===== src/rtl/pixel_frame_streamer_pkg.sv =====
// pixel_frame_streamer_pkg: state encoding, GRB field layout and sizing helpers shared by the pixel pipeline.
package pixel_frame_streamer_pkg;
   typedef enum logic [2:0] {IDLE, FETCH, CAPTURE, SEND, LATCH} state_t;
   localparam int G_LSB = 16;
   localparam int R_LSB = 8;
   localparam int B_LSB = 0;
   function automatic int frame_ticks(input int clk_hz, input int hz);
      return clk_hz / hz;
   endfunction
   function automatic int addr_w(input int n);
      return n > 1 ? $clog2(n) : 1;
   endfunction
   // scaling by brightness+1 keeps 255 an exact identity; the product never reaches bit 16
   function automatic logic [7:0] scale(input logic [7:0] c, input logic [7:0] b);
      return 8'((17'(c) * (17'(b) + 17'd1)) >> 8);
   endfunction
endpackage


===== src/rtl/pixel_frame_streamer_timer.sv =====
// pixel_frame_streamer_timer: free-running frame tick generator with sticky overrun detection.
module pixel_frame_streamer_timer
   import pixel_frame_streamer_pkg::*;
#(
   parameter int CLK_HZ = 16000000,
   parameter int HZ = 80
) (
   input  logic clk,
   input  logic rst_n,
   input  logic busy,
   output logic tick,
   output logic overrun
);
   localparam int FT = frame_ticks(CLK_HZ, HZ);
   localparam int CW = addr_w(FT);
   logic [CW-1:0] count;
   assign tick = count == CW'(FT - 1);
   always_ff @(posedge clk or negedge rst_n)
      if (!rst_n) begin
         count <= '0;
         overrun <= 1'b0;
      end else begin
         count <= tick ? '0 : count + 1'b1;
         overrun <= overrun | (tick & busy);
      end
endmodule


===== src/rtl/pixel_frame_streamer.sv =====
// pixel_frame_streamer: reads a GRB frame from RAM each frame tick, scales it and issues
// one valid/ready colour command per pixel followed by a latch command.
module pixel_frame_streamer
   import pixel_frame_streamer_pkg::*;
#(
   parameter int CLK_HZ = 16000000,
   parameter int HZ = 80,
   parameter int LED = 256,
   parameter int ADDR_W = addr_w(LED)
) (
   input  logic              clk,
   input  logic              rst_n,
   input  logic              enable,
   input  logic [7:0]        brightness,
   output logic              rd_en,
   output logic [ADDR_W-1:0] rd_addr,
   input  logic [23:0]       rd_data,
   output logic [7:0]        red,
   output logic [7:0]        green,
   output logic [7:0]        blue,
   output logic              px_reset,
   output logic              valid,
   input  logic              ready,
   output logic              busy,
   output logic              frame_done,
   output logic              overrun
);
   localparam logic [ADDR_W:0] NUM = (ADDR_W + 1)'(LED);
   localparam logic [ADDR_W:0] LAST = (ADDR_W + 1)'(LED - 1);
   state_t state, state_nx;
   logic tick, xfer, use_rd, pf_full, pf_pend;
   logic [ADDR_W:0] rd_ptr, px_cnt;
   logic [23:0] pf, px_in;
   pixel_frame_streamer_timer #(.CLK_HZ(CLK_HZ), .HZ(HZ)) u_timer (
      .clk(clk),
      .rst_n(rst_n),
      .busy(busy),
      .tick(tick),
      .overrun(overrun)
   );
   assign px_in = {scale(rd_data[G_LSB +: 8], brightness), scale(rd_data[R_LSB +: 8], brightness),
                   scale(rd_data[B_LSB +: 8], brightness)};
   assign rd_addr = rd_ptr[ADDR_W-1:0];
   always_ff @(posedge clk or negedge rst_n)
      if (!rst_n) state <= IDLE;
      else state <= state_nx;
   always_comb begin
      state_nx = state;
      case (state)
         IDLE:    state_nx = tick && enable ? FETCH : IDLE;
         FETCH:   state_nx = CAPTURE;
         CAPTURE: state_nx = SEND;
         SEND:    state_nx = xfer && px_cnt == LAST ? LATCH : SEND;
         LATCH:   state_nx = xfer ? IDLE : LATCH;
         default: state_nx = IDLE;
      endcase
   end
   // while a pixel waits on ready, the next one is fetched into the prefetch slot
   always_comb begin
      busy = state != IDLE;
      xfer = valid && ready;
      frame_done = state == LATCH && xfer;
      rd_en = state == FETCH || (state == SEND && rd_ptr < NUM && !pf_full && !pf_pend);
      use_rd = state == SEND && !valid && !pf_full && pf_pend;
   end
   always_ff @(posedge clk or negedge rst_n)
      if (!rst_n) begin
         rd_ptr <= '0;
         px_cnt <= '0;
         pf <= '0;
         pf_full <= 1'b0;
         pf_pend <= 1'b0;
         valid <= 1'b0;
         px_reset <= 1'b0;
         {green, red, blue} <= '0;
      end else begin
         pf_pend <= rd_en && state == SEND;
         if (state == IDLE) begin
            rd_ptr <= '0;
            px_cnt <= '0;
            pf_full <= 1'b0;
         end
         if (rd_en) rd_ptr <= rd_ptr + 1'b1;
         if (xfer) begin
            valid <= 1'b0;
            px_reset <= 1'b0;
            px_cnt <= px_cnt + 1'b1;
         end
         if (state == CAPTURE || use_rd) begin
            {green, red, blue} <= px_in;
            valid <= 1'b1;
         end else if (pf_pend) begin
            pf <= px_in;
            pf_full <= 1'b1;
         end
         if (state == SEND && !valid && pf_full) begin
            {green, red, blue} <= pf;
            valid <= 1'b1;
            pf_full <= 1'b0;
         end
         if (state == LATCH && !valid) begin
            {green, red, blue} <= '0;
            px_reset <= 1'b1;
            valid <= 1'b1;
         end
      end
endmodule

===== config.mk =====
export PLATFORM = sky130hd
export DESIGN_NAME = pixel_frame_streamer
export DESIGN_NICKNAME = d
export VERILOG_FILES = /design/src/rtl/pixel_frame_streamer_pkg.sv /design/src/rtl/pixel_frame_streamer_timer.sv /design/src/rtl/pixel_frame_streamer.sv
export SDC_FILE = /design/constraint.sdc
export NUM_CORES = 1
export LEC_CHECK = 0
export ABC_AREA = 1
export CAP_MARGIN = 25
export CORE_ASPECT_RATIO = 1.2
export CORE_MARGIN = 3
export CORE_UTILIZATION = 45
export DETAILED_ROUTE_END_ITERATION = 10
export DONT_BUFFER_PORTS = 1
export PLACE_DENSITY = 0.64
export SYNTH_ARGS = -nofsm -noshare
export SYNTH_HDL_FRONTEND = slang
export SYNTH_SLANG_ARGS = --single-unit

===== constraint.sdc =====
create_clock -name clk -period 1.8 [get_ports clk]
set_input_delay 0.45 -clock clk [delete_from_list [all_inputs] [get_ports clk]]
set_output_delay 0.45 -clock clk [all_outputs]
set_load 0.02 [all_outputs]

==> summary.txt, run 1 <==
Cells and area
  • Commonest cells after routing, fill and taps aside: nand2_1 (346), inv_1 (311), nor2_1 (184)
  • Final nets: 2001
  • Final instance area: 0.0148 mm^2
  • Final core occ: 0.593
  • Share of cells above drive strength 1: 0.246
  • Area growth from synthesis to layout: 28.2%
  • Fillers: 2264
  • Most common cell after layout, fill and taps aside: nand2_1
  • Ant. Diodes: 0

GRT
  • Initial antenna violation count: 0
  • Vias in the first global route: 10400
  • First-pass GRT wire length: 50500 um
  • GRT Total Usage: 0.217
  • Largest net degree at the start of global routing: 93
  • Total gr overflow: 0

Yosys
  • Syn_nets: 1844
  • Asr flop ratio synth: 1.00
  • Cell Area, Synth: 0.0115 mm^2
  • Cell count after synthesis: 1587
  • Yosys reg bits: 92
  • Yosys cell types: 47
  • EDFF count, synth: 0
  • Avg Cell Area, Syn: 7.25 um^2
  • Syn. warnings: 0
  • Synth Flop Type: dfrtp_1
  • Post-synthesis sequential area ratio: 0.200

Timing
  • Crit path time final: 4.40 ns
  • Final Skew: 0.0107 ns
  • Hold_ws: -0.196 ns
  • Max Slew Vio Count: 0
  • Sum of negative setup slack: -119.40 ns
  • Worst Max-Slew Pin Slew: 0.390 ns
  • Maximum clock rate: 227 MHz
  • RSZ-0062 raised after global routing: true
  • Final setup violating endpoints: 48
  • Final hold vios: 92
  • Fin crit share: 2.44
  • Final worst slack: -2.60 ns
  • Slew headroom: 0.736

Routing
  • DRC Markers: 0
  • Antenna Nets Post-Route: 0
  • Routed vias: 10200
  • Average vias per placed instance: 4.92
  • Initial DRC Count: 526
  • WL final: 29700 um
  • Routed len/inst: 14.3 um
  • Drt pass-1 iters: 5

Placed design
  • Placer Congestion: 0.921
  • PortBufs: 0
  • Dpl hpwl: 23500 um
  • Placed instance area: 0.0132 mm^2
  • DP Worst Slack: -3.06 ns

Power
  • Internal power: 9.95 mW
  • Maximum VDD drop: 1090 uV
  • Power per Cell Area: 1260 mW/mm^2
  • Clock network fraction of design power: 0.110
  • Power Total: 18.6 mW
  • Sequential share of power: 0.111
  • Comb pwr share: 0.779
  • Switch share: 0.466
  • Sw Pwr: 8.69 mW
  • Leakage: 7.95 nW

Clock tree
  • TritonCTS clock tree: yes
  • Clk_lat worst skew: 0.34 ns
  • H-tree depth: 3
  • Longest Clk Path Bufs: 2
  • Cts bufs inserted: 9
  • Clock Sinks: 92
  • Clock root buffer: clkbuf_16
  • Clock transition at path regs: 0.07 ns

Worst setup path
  • WS Path Type: in2reg
  • Crit path capture type: flip-flop
  • Critical Path AT: 4.63 ns
  • Max Fanout on Critical Path: 19
  • Critical path launch point type: input pin
  • Req. time, crit path: 2.03 ns
  • Reg-to-reg slack, setup: 0.11 ns

Hold path
  • Worst min-delay path class: in2async

Floorplan
  • Chip width: 152 um
  • Ports: 74
  • Core Rows: 63
  • Initial core utilization: 0.462
  • Die area: 0.0275 mm^2
  • Core Region: 0.0249 mm^2
  • Die Y: 181 um

Flow run
  • Max-cap viol count: 0

Run status
  • Failing checks: negative hold slack, negative setup slack
  • Status: finished, violations left
-- area by class of cell --
cell class / instances / area (um^2) / share of cell area
Multi-Input combinational cell: 1120 / 8850 / 0.600
Sequential cell: 92 / 2300 / 0.156
Timing Repair Buffer: 181 / 1560 / 0.106
Inverter: 340 / 1310 / 0.0889
Tap cell: 325 / 407 / 0.0275
Clock buffer: 10 / 229 / 0.0155
Clock inverter: 6 / 95.1 / 0.00644
-- worst paths after layout --
path	startpoint	to	cells after the start
worst min-delay path	rst_n	rd_ptr[5]$_DFFE_PN0P_	0
min in group clk	ready	valid$_DFFE_PN0P_	1
worst max-delay path	brightness[0]	blue[4]$_DFFE_PN0P_	26
worst min register to register	pf[19]$_DFFE_PN0P_	pf[19]$_DFFE_PN0P_	2
max in group asynchronous	rst_n	red[3]$_DFFE_PN0P_	0
worst max register to register	state[2]$_DFF_PN0_	blue[2]$_DFFE_PN0P_	9
-- registers in the layout, summed over array words and instances (netlist names) --
register,flops
pf,24
u_timer.count,18
px_cnt,9
rd_ptr,9
blue,8
green,8
red,8
state,3
pf_full,1
pf_pend,1
px_reset,1
u_timer.overrun,1
valid,1
-- critical path, cell delays in order --
cell,delay (ns)
ha_4,0.13
nand2_4,0.05
nor2_4,0.09
nand2_2,0.06
nor2_2,0.09
or2_1,0.11
and2_4,0.23
buf_12,0.12
buf_6,0.09
nand2_4,0.04
fa_1,0.47
inv_1,0.05
fa_1,0.50
fa_1,0.56
inv_2,0.04
fa_1,0.49
inv_2,0.05
ha_4,0.31
a21oi_4,0.08
o21ai_2,0.17
a21oi_2,0.05
buf_4,0.13
nand3_2,0.06
nand3_1,0.08
nand2_1,0.08
nand2_1,0.05
-- routing by layer --
layer	vias up	track usage	wire length, um
met4	0	0.0622	539
met3	32	0.0362	1400
met1	4849	0.286	13000
met2	207	0.368	14700
li1	5122	-	-
met5	-	0	0
-- logic make-up after synthesis --
kind of cell | count (synthesis) | synth area share
AND/OR/NAND/NOR | 743 | 0.273
buffers and inverters | 375 | 0.131
adder cells (fa/ha/maj) | 221 | 0.318
AO/OA/AOI/OAI | 140 | 0.0649
flip-flops | 92 | 0.200
XOR/XNOR | 15 | 0.0114
multiplexers | 1 | 0.000870
-- cell usage after synthesis (10+ instances only) --
| master | number | share of area |
|---|---|---|
| buf_4 | 11 | 0.0072 |
| nor2_1 | 205 | 0.067 |
| nand3_1 | 73 | 0.032 |
| nor3_1 | 10 | 0.0043 |
| nand2_1 | 398 | 0.13 |
| o21ai_0 | 68 | 0.030 |
| dfrtp_1 | 92 | 0.20 |
| fa_1 | 120 | 0.21 |
| buf_2 | 10 | 0.0043 |
| a21oi_1 | 47 | 0.020 |
| ha_1 | 101 | 0.11 |
| inv_1 | 333 | 0.11 |
| nand4_1 | 10 | 0.0054 |
| xor2_1 | 10 | 0.0076 |
| nor2_4 | 14 | 0.014 |
-- power groups by stage --
stage	Clock [mW]	Combinational (mW)	Sequential [mW]
after global routing	2.21	15.9	2.07
final	2.05	14.5	2.07
after global placement	0	10.2	2.11
after floorplan	0	7.25	2.11
after detailed placement	0	10.3	2.11
after CTS	2.13	11.6	2.07
-- repair_timing --
item,in CTS,in global routing
endpoints found under the setup margin,52,57
resized for setup,88,136
hold endpoints to repair,92,92
buffers inserted,8,17
cloned,0,1
pin swaps,62,81
-- per-stage QoR --
| step | hold slack (ns) | cells |
|---|---|---|
| after floorplan | 0.154 | 1587 |
| after global placement | 0.157 | 2034 |
| after detailed placement | 0.158 | 2034 |
| after CTS | -0.218 | 2057 |
| after global routing | -0.220 | 2074 |
| final | -0.196 | 2074 |
Note: power is estimated with default switching activity, not from simulation.
==> run 2: changes to the inputs <==
- CTS_BUF_LIST: default -> sky130_fd_sc_hd__clkbuf_8 sky130_fd_sc_hd__clkbuf_16
==> run 2 against run 1 <==
The run still ends with negative hold slack, negative setup slack left. Worst setup slack got worse by 0.021 ns. First-iteration DRC count decreased by 15%. Design area decreased by 1.5%. Sequential share of layout area increased by 0.24 points. Clock skew about the same. Largest cell class unchanged. Largest power group unchanged.
==> summary.txt, run 2 (synthesis gave the netlist of run 1 again) <==
Run status
  • Status: finished, violations left
  • Failing checks: negative hold slack, negative setup slack

Cells and area
  • Share of cells above drive strength 1: 0.233
  • Max reg flops: 24
  • Most common cell after layout, fill and taps aside: nand2_1
  • Commonest cells after routing, fill and taps aside: nand2_1 (354), inv_1 (313), nor2_1 (186)
  • Area growth from synthesis to layout: 26.3%
  • Largest regs: pf x24, u_timer.count x18
  • Fillers: 2294
  • Final nets: 1997
  • Most flop-heavy register: pf
  • Final instance area: 0.0145 mm^2
  • Ant. Diodes: 0
  • Multi-input gate area: 0.00869 mm^2
  • Sequential cell area: 0.00230 mm^2
  • Non-Filler Instances: 2070

Timing
  • Maximum clock rate: 226 MHz
  • Slew headroom: 0.736
  • Sum of negative setup slack: -118.76 ns
  • Crit path time final: 4.42 ns
  • Hold_ws: -0.196 ns
  • Fin crit share: 2.46
  • Final worst slack: -2.62 ns
  • RSZ-0062 raised after global routing: true
  • Final Skew: 0.0106 ns
  • Max Slew Vio Count: 0
  • Worst Max-Slew Pin Slew: 0.390 ns
  • Final hold vios: 92
  • Final setup violating endpoints: 48

Floorplan
  • Die area: 0.0275 mm^2
  • Core Rows: 63
  • Die Y: 181 um
  • Chip width: 152 um
  • Initial core utilization: 0.462
  • Core Region: 0.0249 mm^2
  • Ports: 74

GRT
  • Vias in the first global route: 10400
  • Total gr overflow: 0
  • GRT Total Usage: 0.217
  • Initial antenna violation count: 0
  • Largest net degree at the start of global routing: 93
  • First-pass GRT wire length: 50500 um

Clock tree
  • TritonCTS clock tree: yes
  • Longest Clk Path Bufs: 2
  • Clock Sinks: 92
  • Clock transition at path regs: 0.07 ns
  • Clk_lat worst skew: 0.34 ns
  • Cts bufs inserted: 9
  • H-tree depth: 3
  • Clock root buffer: clkbuf_16

Routing
  • Drt pass-1 iters: 5
  • Average vias per placed instance: 4.92
  • DRC Markers: 0
  • Antenna Nets Post-Route: 0
  • Routed len/inst: 14.0 um
  • Routed vias: 10200
  • Initial DRC Count: 447
  • WL final: 29100 um

Power
  • Clock network fraction of design power: 0.117
  • Comb pwr share: 0.764
  • Sw Pwr: 8.07 mW
  • Leakage: 7.89 nW
  • Switch share: 0.464
  • Internal power: 9.33 mW
  • Sequential share of power: 0.119
  • Power Total: 17.4 mW
  • Maximum VDD drop: 881 uV
  • Power per Cell Area: 1200 mW/mm^2

Placed design
  • Placer Congestion: 0.921
  • PortBufs: 0
  • DP Worst Slack: -3.06 ns
  • Dpl hpwl: 23500 um
  • Placed cell count: 2034
  • Placed instance area: 0.0132 mm^2

Worst setup path
  • Worst Path Buf+Inv: 5
  • Crit-path most repeated cell: fa_1
  • Max Fanout on Critical Path: 19
  • Crit. path cell count: 26
  • Worst reg2reg path depth: 9
  • Crit path capture type: flip-flop
  • CP max stage cell: fa_1
  • Critical path's largest stage delay: 0.56 ns
  • Critical Path AT: 4.65 ns
  • Critical path launch point type: input pin
  • Critical path's top delay family: adder cells
  • WS Path Type: in2reg
  • Worst reg2reg path startpoint: state[2]$_DFF_PN0_
  • Req. time, crit path: 2.03 ns
  • CP startpoint: brightness[0]

Flow run
  • Max-cap viol count: 0

Hold path
  • Worst min-delay path class: in2async
[run 2: stage by stage]
stage,hold WS (ns),util
2_1_floorplan,0.154,-
3_3_place_gp,0.157,0.531
3_5_place_dp,0.158,0.531
4_1_cts,-0.218,0.562
5_1_grt,-0.220,0.584
6_report,-0.196,0.584
[run 2: final timing paths]
kind                       slack, ns                     to
setup / recovery               -2.62    blue[6]$_DFFE_PN0P_
hold / removal                 -0.20  rd_ptr[5]$_DFFE_PN0P_
setup reg to reg                0.10     red[1]$_DFFE_PN0P_
hold reg to reg                 0.47     pf[19]$_DFFE_PN0P_
max in group asynchronous       1.85     red[3]$_DFFE_PN0P_
min in group clk                0.21      valid$_DFFE_PN0P_
[run 2: per-layer routing]
layer / GRT usage / routed length, um / vias to the layer above
li1: - / - / 5115
met1: 0.286 / 12800 / 4822
met2: 0.368 / 14300 / 206
met3: 0.0362 / 1400 / 34
met4: 0.0622 / 565 / 0
met5: 0 / 0 / -
[run 2: timing repair]
item	in CTS	in global routing
gates cloned	0	1
setup buffers	8	13
hold endpoints to repair	92	92
gates resized for setup	88	101
setup endpoints to repair	52	57
pin swaps	62	61
[run 2: layout make-up]
| class | instances | area share |
|---|---|---|
| clock buffer | 9 | 0.0155 |
| clock inverter | 7 | 0.00680 |
| inverter | 340 | 0.0901 |
| multi-input combinational | 1120 | 0.598 |
| sequential | 92 | 0.158 |
| tap | 325 | 0.0280 |
| timing repair buffer | 177 | 0.104 |
[run 2: worst register-to-register path, stage by stage (launching register included)]
cell	delay, ns
dfrtp_1	0.45
nor2_2	0.18
inv_2	0.07
nor2_4	0.11
nand3_2	0.14
inv_2	0.21
nor3_4	0.07
buf_4	0.21
nand2_1	0.08
o21ai_1	0.06
[run 2: power groups by stage]
stage / registers [mW] / logic (mW) / clock network, mW
floorplan: 2.11 / 7.25 / 0
global placement: 2.11 / 10.2 / 0
detailed placement: 2.11 / 10.3 / 0
CTS: 2.07 / 11.6 / 2.13
global route: 2.07 / 14.7 / 2.20
finish: 2.07 / 13.3 / 2.04
==> run 3: changes to the inputs <==
- PLACE_DENSITY: 0.64 -> default
==> run 3 against run 2 <==
The flow still finishes with violations (negative hold slack, negative setup slack). Critical endpoint is now red[7]$_DFFE_PN0P_. Combinational power up 3%. Clock power about the same. Critical path type unchanged. Sequential share of layout area about the same. Worst hold slack worse by 0.0026 ns. First-iteration DRC count down 0.89%. Utilization about the same. Worst setup slack better by 0.057 ns. Largest power group unchanged.
==> summary.txt, run 3 (synthesis gave the netlist of run 1 again) <==
Cells and area
  • Commonest cells after routing, fill and taps aside: nand2_1 (350), inv_1 (312), nor2_1 (178)
  • Ant. Diodes: 0
  • Final instance area: 0.0145 mm^2
  • Final nets: 1992
  • Most flop-heavy register: pf
  • Fillers: 2364
  • Area growth from synthesis to layout: 26.2%
  • Share of cells above drive strength 1: 0.241
  • Most common cell after layout, fill and taps aside: nand2_1
  • Max reg flops: 24
  • Largest regs: pf x24, u_timer.count x18

Timing
  • Maximum clock rate: 229 MHz
  • Fin crit share: 2.42
  • Final hold vios: 92
  • Slew headroom: 0.661
  • Final worst slack: -2.56 ns
  • Max Slew Vio Count: 0
  • Worst Max-Slew Pin Slew: 0.501 ns
  • Final Skew: 0.0108 ns
  • RSZ-0062 raised after global routing: true
  • Final setup violating endpoints: 48
  • Sum of negative setup slack: -117.27 ns
  • Crit path time final: 4.36 ns
  • Hold_ws: -0.199 ns

Placed design
  • PortBufs: 0
  • Dpl hpwl: 23900 um
  • Placed instance area: 0.0132 mm^2
  • DP Worst Slack: -3.07 ns
  • Placer Congestion: 0.895

Power
  • Leakage: 7.88 nW
  • Power per Cell Area: 1230 mW/mm^2
  • Power Total: 17.8 mW
  • Maximum VDD drop: 867 uV

GRT
  • Largest net degree at the start of global routing: 93
  • Initial antenna violation count: 0
  • GRT Total Usage: 0.217
  • Total gr overflow: 0
  • Vias in the first global route: 10300
  • First-pass GRT wire length: 50400 um

Clock tree
  • Cts bufs inserted: 9
  • H-tree depth: 3
  • Clock root buffer: clkbuf_16
  • Longest Clk Path Bufs: 2
  • TritonCTS clock tree: yes
  • Clock transition at path regs: 0.07 ns
  • Clock Sinks: 92
  • Clk_lat worst skew: 0.34 ns

Routing
  • Antenna Nets Post-Route: 0
  • Average vias per placed instance: 4.93
  • DRC Markers: 0
  • WL final: 29300 um
  • Initial DRC Count: 443
  • Routed vias: 10200
  • Routed len/inst: 14.2 um
  • Drt pass-1 iters: 4

Worst setup path
  • WS Path Type: in2reg
  • Critical path launch point type: input pin
  • Critical Path AT: 4.59 ns
  • Req. time, crit path: 2.03 ns
  • Worst reg2reg path startpoint: state[2]$_DFF_PN0_
  • Max Fanout on Critical Path: 19
  • Worst reg2reg path depth: 9
  • Crit path capture type: flip-flop
  • CP startpoint: brightness[0]

Hold path
  • Worst min-delay path class: in2async

Floorplan
  • Die area: 0.0275 mm^2
  • Ports: 74
  • Core Region: 0.0249 mm^2
  • Chip width: 152 um
  • Die Y: 181 um
  • Initial core utilization: 0.462
  • Core Rows: 63

Run status
  • Status: finished, violations left
  • Failing checks: negative hold slack, negative setup slack

Flow run
  • Max-cap viol count: 0
[run 3: changes by cell type in the layout (fill, tap and decap cells not counted), sizes merged]
cell      before  now
clkbuf        10    9
clkinv         3    2
buf          176  172
clkinvlp       0    1
inv          342  341
[run 3: critical path, stage by stage]
cell and delay [ns]:
ha_4 0.15, nand2_4 0.06, nor2_4 0.04, nand2_2 0.06, nor2_2 0.04, or2_1 0.22, and2_4 0.18, inv_12 0.09
buf_4 0.12, nor2_4 0.03, fa_1 0.51, fa_1 0.45, fa_1 0.52, inv_1 0.05, fa_1 0.50, inv_2 0.05
ha_4 0.24, a21o_1 0.20, nand2_2 0.07, nand2_2 0.07, a21oi_2 0.16, nand2_1 0.07, nand2_1 0.08, nand3_1 0.07
nand2_1 0.06, nand2_1 0.04
[run 3: path summary, 6_finish.rpt]
path / slack (ns) / end
worst max register to register: 0.07 / red[2]$_DFFE_PN0P_
min in group clk: 0.21 / valid$_DFFE_PN0P_
worst min register to register: 0.47 / pf[10]$_DFFE_PN0P_
max in group asynchronous: 1.84 / pf[10]$_DFFE_PN0P_
worst min-delay path: -0.20 / rd_ptr[1]$_DFFE_PN0P_
worst max-delay path: -2.56 / red[7]$_DFFE_PN0P_
[run 3: final cells by class]
cell class | count | area (um^2) | share of cell area
Clock buffer | 9 | 225 | 0.0155
Clock inverter | 6 | 96.3 | 0.00663
Inverter | 340 | 1300 | 0.0895
Multi-Input combinational cell | 1120 | 8740 | 0.601
Sequential cell | 92 | 2300 | 0.159
Tap cell | 325 | 407 | 0.0280
Timing Repair Buffer | 172 | 1460 | 0.100
[run 3: stage by stage]
stage / util / cells
finish: 0.583 / 2064
global placement: 0.530 / 2029
floorplan: - / 1587
detailed placement: 0.530 / 2029
global route: 0.583 / 2064
CTS: 0.573 / 2058
[run 3: what timing repair did]
action / CTS / global route
resized for setup: 152 / 52
pin swaps: 109 / 43
buffers inserted: 15 / 6
endpoints found under the hold margin: 92 / 92
endpoints found under the setup margin: 52 / 56
[run 3: report_power, final]
part	switching, mW	internal [mW]	total, mW
Clock	0.832	1.23	2.06
Combinational	7.40	6.28	13.7
Sequential	0.00162	2.07	2.07
Total	8.23	9.57	17.8
[run 3: routing by layer]
metal  global-route usage  part of all wire
met3               0.0304             0.042
met1                0.298              0.46
met2                0.365              0.48
met4               0.0554             0.020
met5                    0                 0
